<file path="src/rtl/wb_regfile_pkg.sv">
// Shared sizes, types and the write-back select helper for the WB stage register file.
// No logic of its own; latency n/a.
// No flow control; pure definitions.
package wb_regfile_pkg;

  localparam int XLEN = 32;
  localparam int NREG = 32;
  localparam int AW   = $clog2(NREG);

  typedef logic [XLEN-1:0] xlen_t;
  typedef logic [AW-1:0]   reg_addr_t;

  localparam reg_addr_t REG_X0 = 5'd0;

  // Loads return memory data, everything else commits the ALU result.
  function automatic xlen_t wb_select(input logic mem_to_reg, input xlen_t rdata, input xlen_t alu);
    return mem_to_reg ? rdata : alu;
  endfunction

endpackage

</file>
<file path="src/rtl/wb_regfile_if.sv">
// MEM_WB commit, ID read-port and issue/hazard signals between pipeline and register file.
// Wires only; no latency.
// No backpressure; stalls are decided by ID from load_hazard_o.
interface wb_regfile_if;
  import wb_regfile_pkg::*;

  logic      RegWrite_i;
  logic      MemtoReg_i;
  xlen_t     read_data_i;
  xlen_t     ALU_result_i;
  reg_addr_t rd_i;
  reg_addr_t rs1_addr_i;
  reg_addr_t rs2_addr_i;
  xlen_t     rs1_data_o;
  xlen_t     rs2_data_o;
  logic      issue_valid_i;
  logic      issue_load_i;
  reg_addr_t issue_rd_i;
  logic      flush_i;
  logic      load_hazard_o;

  // Register file side.
  modport slave (
    input  RegWrite_i, MemtoReg_i, read_data_i, ALU_result_i, rd_i,
    input  rs1_addr_i, rs2_addr_i,
    input  issue_valid_i, issue_load_i, issue_rd_i, flush_i,
    output rs1_data_o, rs2_data_o, load_hazard_o
  );

  // Pipeline side.
  modport master (
    output RegWrite_i, MemtoReg_i, read_data_i, ALU_result_i, rd_i,
    output rs1_addr_i, rs2_addr_i,
    output issue_valid_i, issue_load_i, issue_rd_i, flush_i,
    input  rs1_data_o, rs2_data_o, load_hazard_o
  );

endinterface

</file>
<file path="src/rtl/wb_scoreboard.sv">
// Per-register "load in flight" bits and load-use hazard lookup for two read addresses.
// Pending bits update at posedge; hazard output is combinational from state and WB inputs.
// No backpressure; hazard is advisory to the ID stall logic.
module wb_scoreboard
  import wb_regfile_pkg::*;
(
  input  logic      clk_i,
  input  logic      rst_i,
  input  logic      set_vld_i,   // load issued this cycle
  input  reg_addr_t set_rd_i,
  input  logic      clr_vld_i,   // load writing back this cycle
  input  reg_addr_t clr_rd_i,
  input  logic      flush_i,
  input  reg_addr_t rs1_addr_i,
  input  reg_addr_t rs2_addr_i,
  output logic      hazard_o
);

  logic [NREG-1:0] pending_q;
  logic [NREG-1:0] pending_d;
  logic            rs1_pend;
  logic            rs2_pend;

  // Next pending state: flush first, then writeback clear, then issue set so a newer load wins.
  always_comb begin
    pending_d = flush_i ? '0 : pending_q;
    if (clr_vld_i && clr_rd_i != REG_X0) begin
      pending_d[clr_rd_i] = 1'b0;
    end
    if (set_vld_i && set_rd_i != REG_X0) begin
      pending_d[set_rd_i] = 1'b1;
    end
    pending_d[0] = 1'b0;
  end

  // Pending register; reset overrides flush and issue.
  always_ff @(posedge clk_i) begin
    if (rst_i) begin
      pending_q <= '0;
    end else begin
      pending_q <= pending_d;
    end
  end

  // A load committing this cycle is served by the bypass, so it is not a hazard.
  assign rs1_pend = (rs1_addr_i != REG_X0) && pending_q[rs1_addr_i] &&
                    !(clr_vld_i && clr_rd_i == rs1_addr_i);
  assign rs2_pend = (rs2_addr_i != REG_X0) && pending_q[rs2_addr_i] &&
                    !(clr_vld_i && clr_rd_i == rs2_addr_i);
  assign hazard_o = rs1_pend || rs2_pend;

endmodule

</file>
<file path="src/rtl/wb_regfile.sv">
// WB stage: selects load/ALU value, commits to the 32x32 register file, serves two bypassed read ports.
// Commit at posedge; reads and hazard are combinational (0-cycle WB bypass).
// No backpressure; load_hazard_o tells ID to stall, read ports ignore pending state.
module wb_regfile
  import wb_regfile_pkg::*;
(
  input logic          clk_i,
  input logic          rst_i,
  wb_regfile_if.slave  bus
);

  xlen_t regs_q [NREG];
  xlen_t regs_d [NREG];
  xlen_t wb_data;
  logic  wb_commit;
  xlen_t rs1_data;
  xlen_t rs2_data;

  assign wb_data   = wb_select(bus.MemtoReg_i, bus.read_data_i, bus.ALU_result_i);
  assign wb_commit = bus.RegWrite_i && (bus.rd_i != REG_X0);

  // Next register-file contents: single write port, x0 never written.
  always_comb begin
    regs_d = regs_q;
    if (wb_commit) begin
      regs_d[bus.rd_i] = wb_data;
    end
  end

  // Register file storage with synchronous clear.
  always_ff @(posedge clk_i) begin
    if (rst_i) begin
      regs_q <= '{default: '0};
    end else begin
      regs_q <= regs_d;
    end
  end

  // Read ports: x0 reads zero, a same-cycle commit to the address is bypassed.
  always_comb begin
    rs1_data = regs_q[bus.rs1_addr_i];
    if (bus.RegWrite_i && bus.rd_i == bus.rs1_addr_i) begin
      rs1_data = wb_data;
    end
    if (bus.rs1_addr_i == REG_X0) begin
      rs1_data = '0;
    end
    rs2_data = regs_q[bus.rs2_addr_i];
    if (bus.RegWrite_i && bus.rd_i == bus.rs2_addr_i) begin
      rs2_data = wb_data;
    end
    if (bus.rs2_addr_i == REG_X0) begin
      rs2_data = '0;
    end
  end

  assign bus.rs1_data_o = rs1_data;
  assign bus.rs2_data_o = rs2_data;

  wb_scoreboard u_scoreboard (
    .clk_i      (clk_i),
    .rst_i      (rst_i),
    .set_vld_i  (bus.issue_valid_i && bus.issue_load_i),
    .set_rd_i   (bus.issue_rd_i),
    .clr_vld_i  (bus.RegWrite_i && bus.MemtoReg_i),
    .clr_rd_i   (bus.rd_i),
    .flush_i    (bus.flush_i),
    .rs1_addr_i (bus.rs1_addr_i),
    .rs2_addr_i (bus.rs2_addr_i),
    .hazard_o   (bus.load_hazard_o)
  );

endmodule

</file>
<file path="src/flat_wrapper.sv">
// flat-port wrapper written by rule: the top's interface ports become plain ports
module wb_regfile_flat import wb_regfile_pkg::*;
  (clk_i, rst_i, bus_RegWrite_i, bus_MemtoReg_i, bus_read_data_i, bus_ALU_result_i, bus_rd_i, bus_rs1_addr_i, bus_rs2_addr_i, bus_issue_valid_i, bus_issue_load_i, bus_issue_rd_i, bus_flush_i, bus_rs1_data_o, bus_rs2_data_o, bus_load_hazard_o);
  wb_regfile_if bus_i ();
  input logic clk_i;
  input logic rst_i;
  input wire logic [$bits(bus_i.RegWrite_i)-1:0] bus_RegWrite_i;
  input wire logic [$bits(bus_i.MemtoReg_i)-1:0] bus_MemtoReg_i;
  input wire logic [$bits(bus_i.read_data_i)-1:0] bus_read_data_i;
  input wire logic [$bits(bus_i.ALU_result_i)-1:0] bus_ALU_result_i;
  input wire logic [$bits(bus_i.rd_i)-1:0] bus_rd_i;
  input wire logic [$bits(bus_i.rs1_addr_i)-1:0] bus_rs1_addr_i;
  input wire logic [$bits(bus_i.rs2_addr_i)-1:0] bus_rs2_addr_i;
  input wire logic [$bits(bus_i.issue_valid_i)-1:0] bus_issue_valid_i;
  input wire logic [$bits(bus_i.issue_load_i)-1:0] bus_issue_load_i;
  input wire logic [$bits(bus_i.issue_rd_i)-1:0] bus_issue_rd_i;
  input wire logic [$bits(bus_i.flush_i)-1:0] bus_flush_i;
  output wire logic [$bits(bus_i.rs1_data_o)-1:0] bus_rs1_data_o;
  output wire logic [$bits(bus_i.rs2_data_o)-1:0] bus_rs2_data_o;
  output wire logic [$bits(bus_i.load_hazard_o)-1:0] bus_load_hazard_o;
  assign bus_i.RegWrite_i = bus_RegWrite_i;
  assign bus_i.MemtoReg_i = bus_MemtoReg_i;
  assign bus_i.read_data_i = bus_read_data_i;
  assign bus_i.ALU_result_i = bus_ALU_result_i;
  assign bus_i.rd_i = bus_rd_i;
  assign bus_i.rs1_addr_i = bus_rs1_addr_i;
  assign bus_i.rs2_addr_i = bus_rs2_addr_i;
  assign bus_i.issue_valid_i = bus_issue_valid_i;
  assign bus_i.issue_load_i = bus_issue_load_i;
  assign bus_i.issue_rd_i = bus_issue_rd_i;
  assign bus_i.flush_i = bus_flush_i;
  assign bus_rs1_data_o = bus_i.rs1_data_o;
  assign bus_rs2_data_o = bus_i.rs2_data_o;
  assign bus_load_hazard_o = bus_i.load_hazard_o;
  wb_regfile u_core (.clk_i(clk_i), .rst_i(rst_i), .bus(bus_i));
endmodule
</file>
<file path="config.mk">
export PLATFORM = sky130hd
export DESIGN_NAME = wb_regfile_flat
export DESIGN_NICKNAME = d
export VERILOG_FILES = /design/src/rtl/wb_regfile_pkg.sv /design/src/rtl/wb_regfile_if.sv /design/src/rtl/wb_scoreboard.sv /design/src/rtl/wb_regfile.sv /design/src/flat_wrapper.sv
export SDC_FILE = /design/constraint.sdc
export NUM_CORES = 2
export LEC_CHECK = 0
export ABC_AREA = 1
export BUFFER_PORTS_ARGS = -buffer_cell sky130_fd_sc_hd__buf_4
export CAP_MARGIN = 40
export CORE_UTILIZATION = 42
export DETAILED_ROUTE_END_ITERATION = 16
export HOLD_SLACK_MARGIN = 0.08
export PLACE_DENSITY = 0.58
export SETUP_SLACK_MARGIN = 0.5
export SYNTH_ARGS = -nofsm -noshare
export SYNTH_HDL_FRONTEND = slang
export SYNTH_SLANG_ARGS = --single-unit
</file>
<file path="constraint.sdc">
create_clock -name clk_i -period 3.4 [get_ports clk_i]
set_input_delay 0.51 -clock clk_i [delete_from_list [all_inputs] [get_ports clk_i]]
set_output_delay 0.51 -clock clk_i [all_outputs]
set_load 0.02 [all_outputs]
</file>
==> results by group <==
Run status
  – Status: finished, final reports clean

Power
  – Clock group share of total power: 42.9%
  – Overall power: 31440 uW
  – Combinational power share: 17.1%
  – Switching Fraction: 30.30%
  – PD cells: 463.1 nW/um^2
  – Psw: 9527 uW
  – Pint: 21920 uW
  – Peak supply drop: 513.3 uV
  – Sequential share of power: 40.0%
  – Leak pwr: 0.02904 uW

Floorplanning
  – Core area: 139500 sq um
  – Starting Density: 42.36%
  – Site Rows: 137
  – Die height: 377.2 um
  – Die X: 377.2 um
  – Die ar.: 142200 sq um
  – # IOs: 156

Clock network
  – CTS Sinks: 1055
  – Buffers from clock root to sink, at most: 3
  – Root buffer cell: clkbuf_16
  – Clk_lat worst skew: 0.76 ns
  – TritonCTS Buffers: 120
  – Clock transition at path regs: 0.06 ns
  – H-tree level count: 3
  – TritonCTS clock tree: done

Worst hold path
  – HP Start: bus_read_data_i[25]
  – Hold WC Path Type: in -> reg
  – Hold path depth: 3

Timing
  – Rel. slew slack: 38.24%
  – Fmax achieved: 0.3374 GHz
  – Skew final: 0 ns
  – Finish-stage setup viols: 0
  – Unrepaired setup endpoints after global routing: true
  – Worst-margin pin slew: 0.9263 ns
  – Final Cycle Share: 87.17%
  – Setup TNS: 0 ns
  – Post-layout min period: 2.964 ns
  – Final Hold Viols: 0
  – Final slew viol count: 0

Synth
  – Synth top area share: 35.73%
  – Synthesized area: 59110 sq um
  – Most common cell in the synthesized netlist: nand2_1
  – Register bit total from synthesis: 1055
  – Leading area contributor after synthesis: dfxtp_1
  – Commonest cells post-synth: nand2_1 (2087), nand3_1 (1602), o21ai_0 (1107), a21oi_1 (1079), dfxtp_1 (1055)
  – Synth area leaders: dfxtp_1 (36%), nand3_1 (14%), nand2_1 (13%)
  – Mapped Cells: 9449
  – Syn Nets: 9540
  – Yosys cell types: 32
  – Synth Area per Inst: 6.256 sq um
  – Number of synthesized flops with an enable pin: 0
  – Warning count from the yosys run: 0
  – FFs w/ async S/R, synth: 0%
  – Sequential-to-total area share from yosys stat: 35.73%
  – Main synth FF type: dfxtp_1

Setup path
  – CP arrival: 2.45 ns
  – CP required: 2.89 ns
  – Crit path kind: in -> out
  – Worst setup EP type: primary output
  – Crit. Startpoint: bus_rs2_addr_i[4]
  – R2r worst-path depth: 3
  – Crit Reg-Reg Startpoint: u_core.regs_q[702]
  – Crit start category: input port
  – Crit-path max FO: 19

Drt
  – Initial DRT Pass Iterations: 9
  – Post-DRT Antenna Nets: 0
  – Vias: 66229
  – Residual DRC: 0
  – Routed Wire Length: 276200 um
  – DRT iter0 DRCs: 9650
  – Vias/cell: 5.940
  – Wirelength per Cell: 24.77 um

Placed design
  – I/O Buffers: 155
  – Placed insts: 10885
  – Final GP Congestion: 0.9182
  – DP HPWL: 160000 um

Cells and area
  – Layout cell share with drive strength beyond 1: 8.897%
  – Final non-filler cell total: 11150
  – Synth-to-Final Area Change: 14.87%
  – Number of nets in the layout: 9265

Flow run
  – MaxCap Viol Count: 0

Global route
  – Met2 usage: 55.29%
  – Global-route track usage on met3: 9.044%
  – First-pass GRT wire length: 395800 um
  – GR Overflow Total: 0
  – M1 GR Usage: 49.21%
  – GR peak layer: met2
  – Vias in the first global route: 58905
  – All-Layer GR Usage: 37.08%
  – Initial antenna violation count: 12
  – Largest net degree at the start of global routing: 143
==> flip-flops by register name, summed over array words and instances (netlist names) <==
name                           flops
u_core.regs_q                   1024
u_core.u_scoreboard.pending_q     31
==> metrics by stage <==
step / setup slack, ns / hold slack [ns] / util [%] / area [sq um]
floorplan: 0.9922 / 0.4244 / - / 59110
global placement: -0.05323 / 0.4323 / 44.78 / 62490
detailed placement: -0.05569 / 0.4396 / 44.85 / 62580
CTS: 0.4119 / 0.08198 / 48.10 / 67110
global route: 0.4188 / 0.1165 / 48.66 / 67900
finish: 0.4363 / 0.1083 / 48.67 / 67900
==> placed cells by master, fill, tap and decap left out, types with 41 or more instances in the layout <==
cell type,n
clkinv_2,41
a31oi_1,48
nand3_1,1594
a21oi_1,1055
dfxtp_1,1051
o21ai_0,1094
o21ai_1,44
nor2_1,224
o211ai_1,223
inv_1,1003
buf_4,339
clkbuf_16,133
nand2_1,2056
buf_12,87
==> worst max-delay path: stages <==
cell	delay [ns]
buf_4	0.20
inv_6	0.33
buf_4	0.43
nand3_1	0.14
nand3_1	0.09
nand2_1	0.15
a21oi_4	0.25
buf_4	0.17
buf_4	0.14
==> power by group through the flow <==
stage	clock (uW)	sequential [uW]	combinational, uW
global placement	0	12800	4940
detailed placement	0	12800	4970
global route	14100	12600	5700
floorplan	0	12800	2980
CTS	13600	12600	5080
finish	13500	12600	5390
==> layer usage <==
layer	vias up	share of wire, %
met5	-	0.024
met4	12	5.9
met3	879	13
met2	4187	42
met1	30612	39
li1	30539	-
==> cell type report <==
| cell class | count | area [sq um] |
|---|---|---|
| Clock buffer | 170 | 3485 |
| Antenna cell | 1 | 2.502 |
| Tap cell | 1876 | 2347 |
| Timing Repair inverter | 3 | 31.28 |
| Inverter | 1039 | 4010 |
| Sequential cell | 1055 | 21130 |
| Clock inverter | 51 | 503.0 |
| Timing Repair Buffer | 498 | 5767 |
| Multi-Input combinational cell | 6457 | 30630 |
| Fill cell | 14259 | 71630 |
==> logic make-up after synthesis <==
kind of cell	synth area share, %
xor+xnor	0.08890
buf+inv	13.17
compound gates	22.15
flops	35.73
simple gates	28.86
==> final timing paths <==
| path | to | slack, ns |
|---|---|---|
| max reg2reg | u_core.regs_q[702] | 2.06 |
| min | u_core.regs_q[953] | 0.11 |
| min reg2reg | u_core.regs_q[1002] | 0.45 |
| max | bus_rs2_data_o[19] | 0.44 |
==> what timing repair did <==
| action | CTS | global route |
|---|---|---|
| endpoints found under the hold margin | 12 | 0 |
| pin swaps | 3 | 10 |
| endpoints found under the setup margin | 43 | 53 |
| hold buffers | 7 | 0 |
| gates cloned | 8 | 12 |
| setup buffers | 0 | 16 |
| resized for setup | 54 | 94 |
Note: power is estimated with default switching activity, not from simulation.
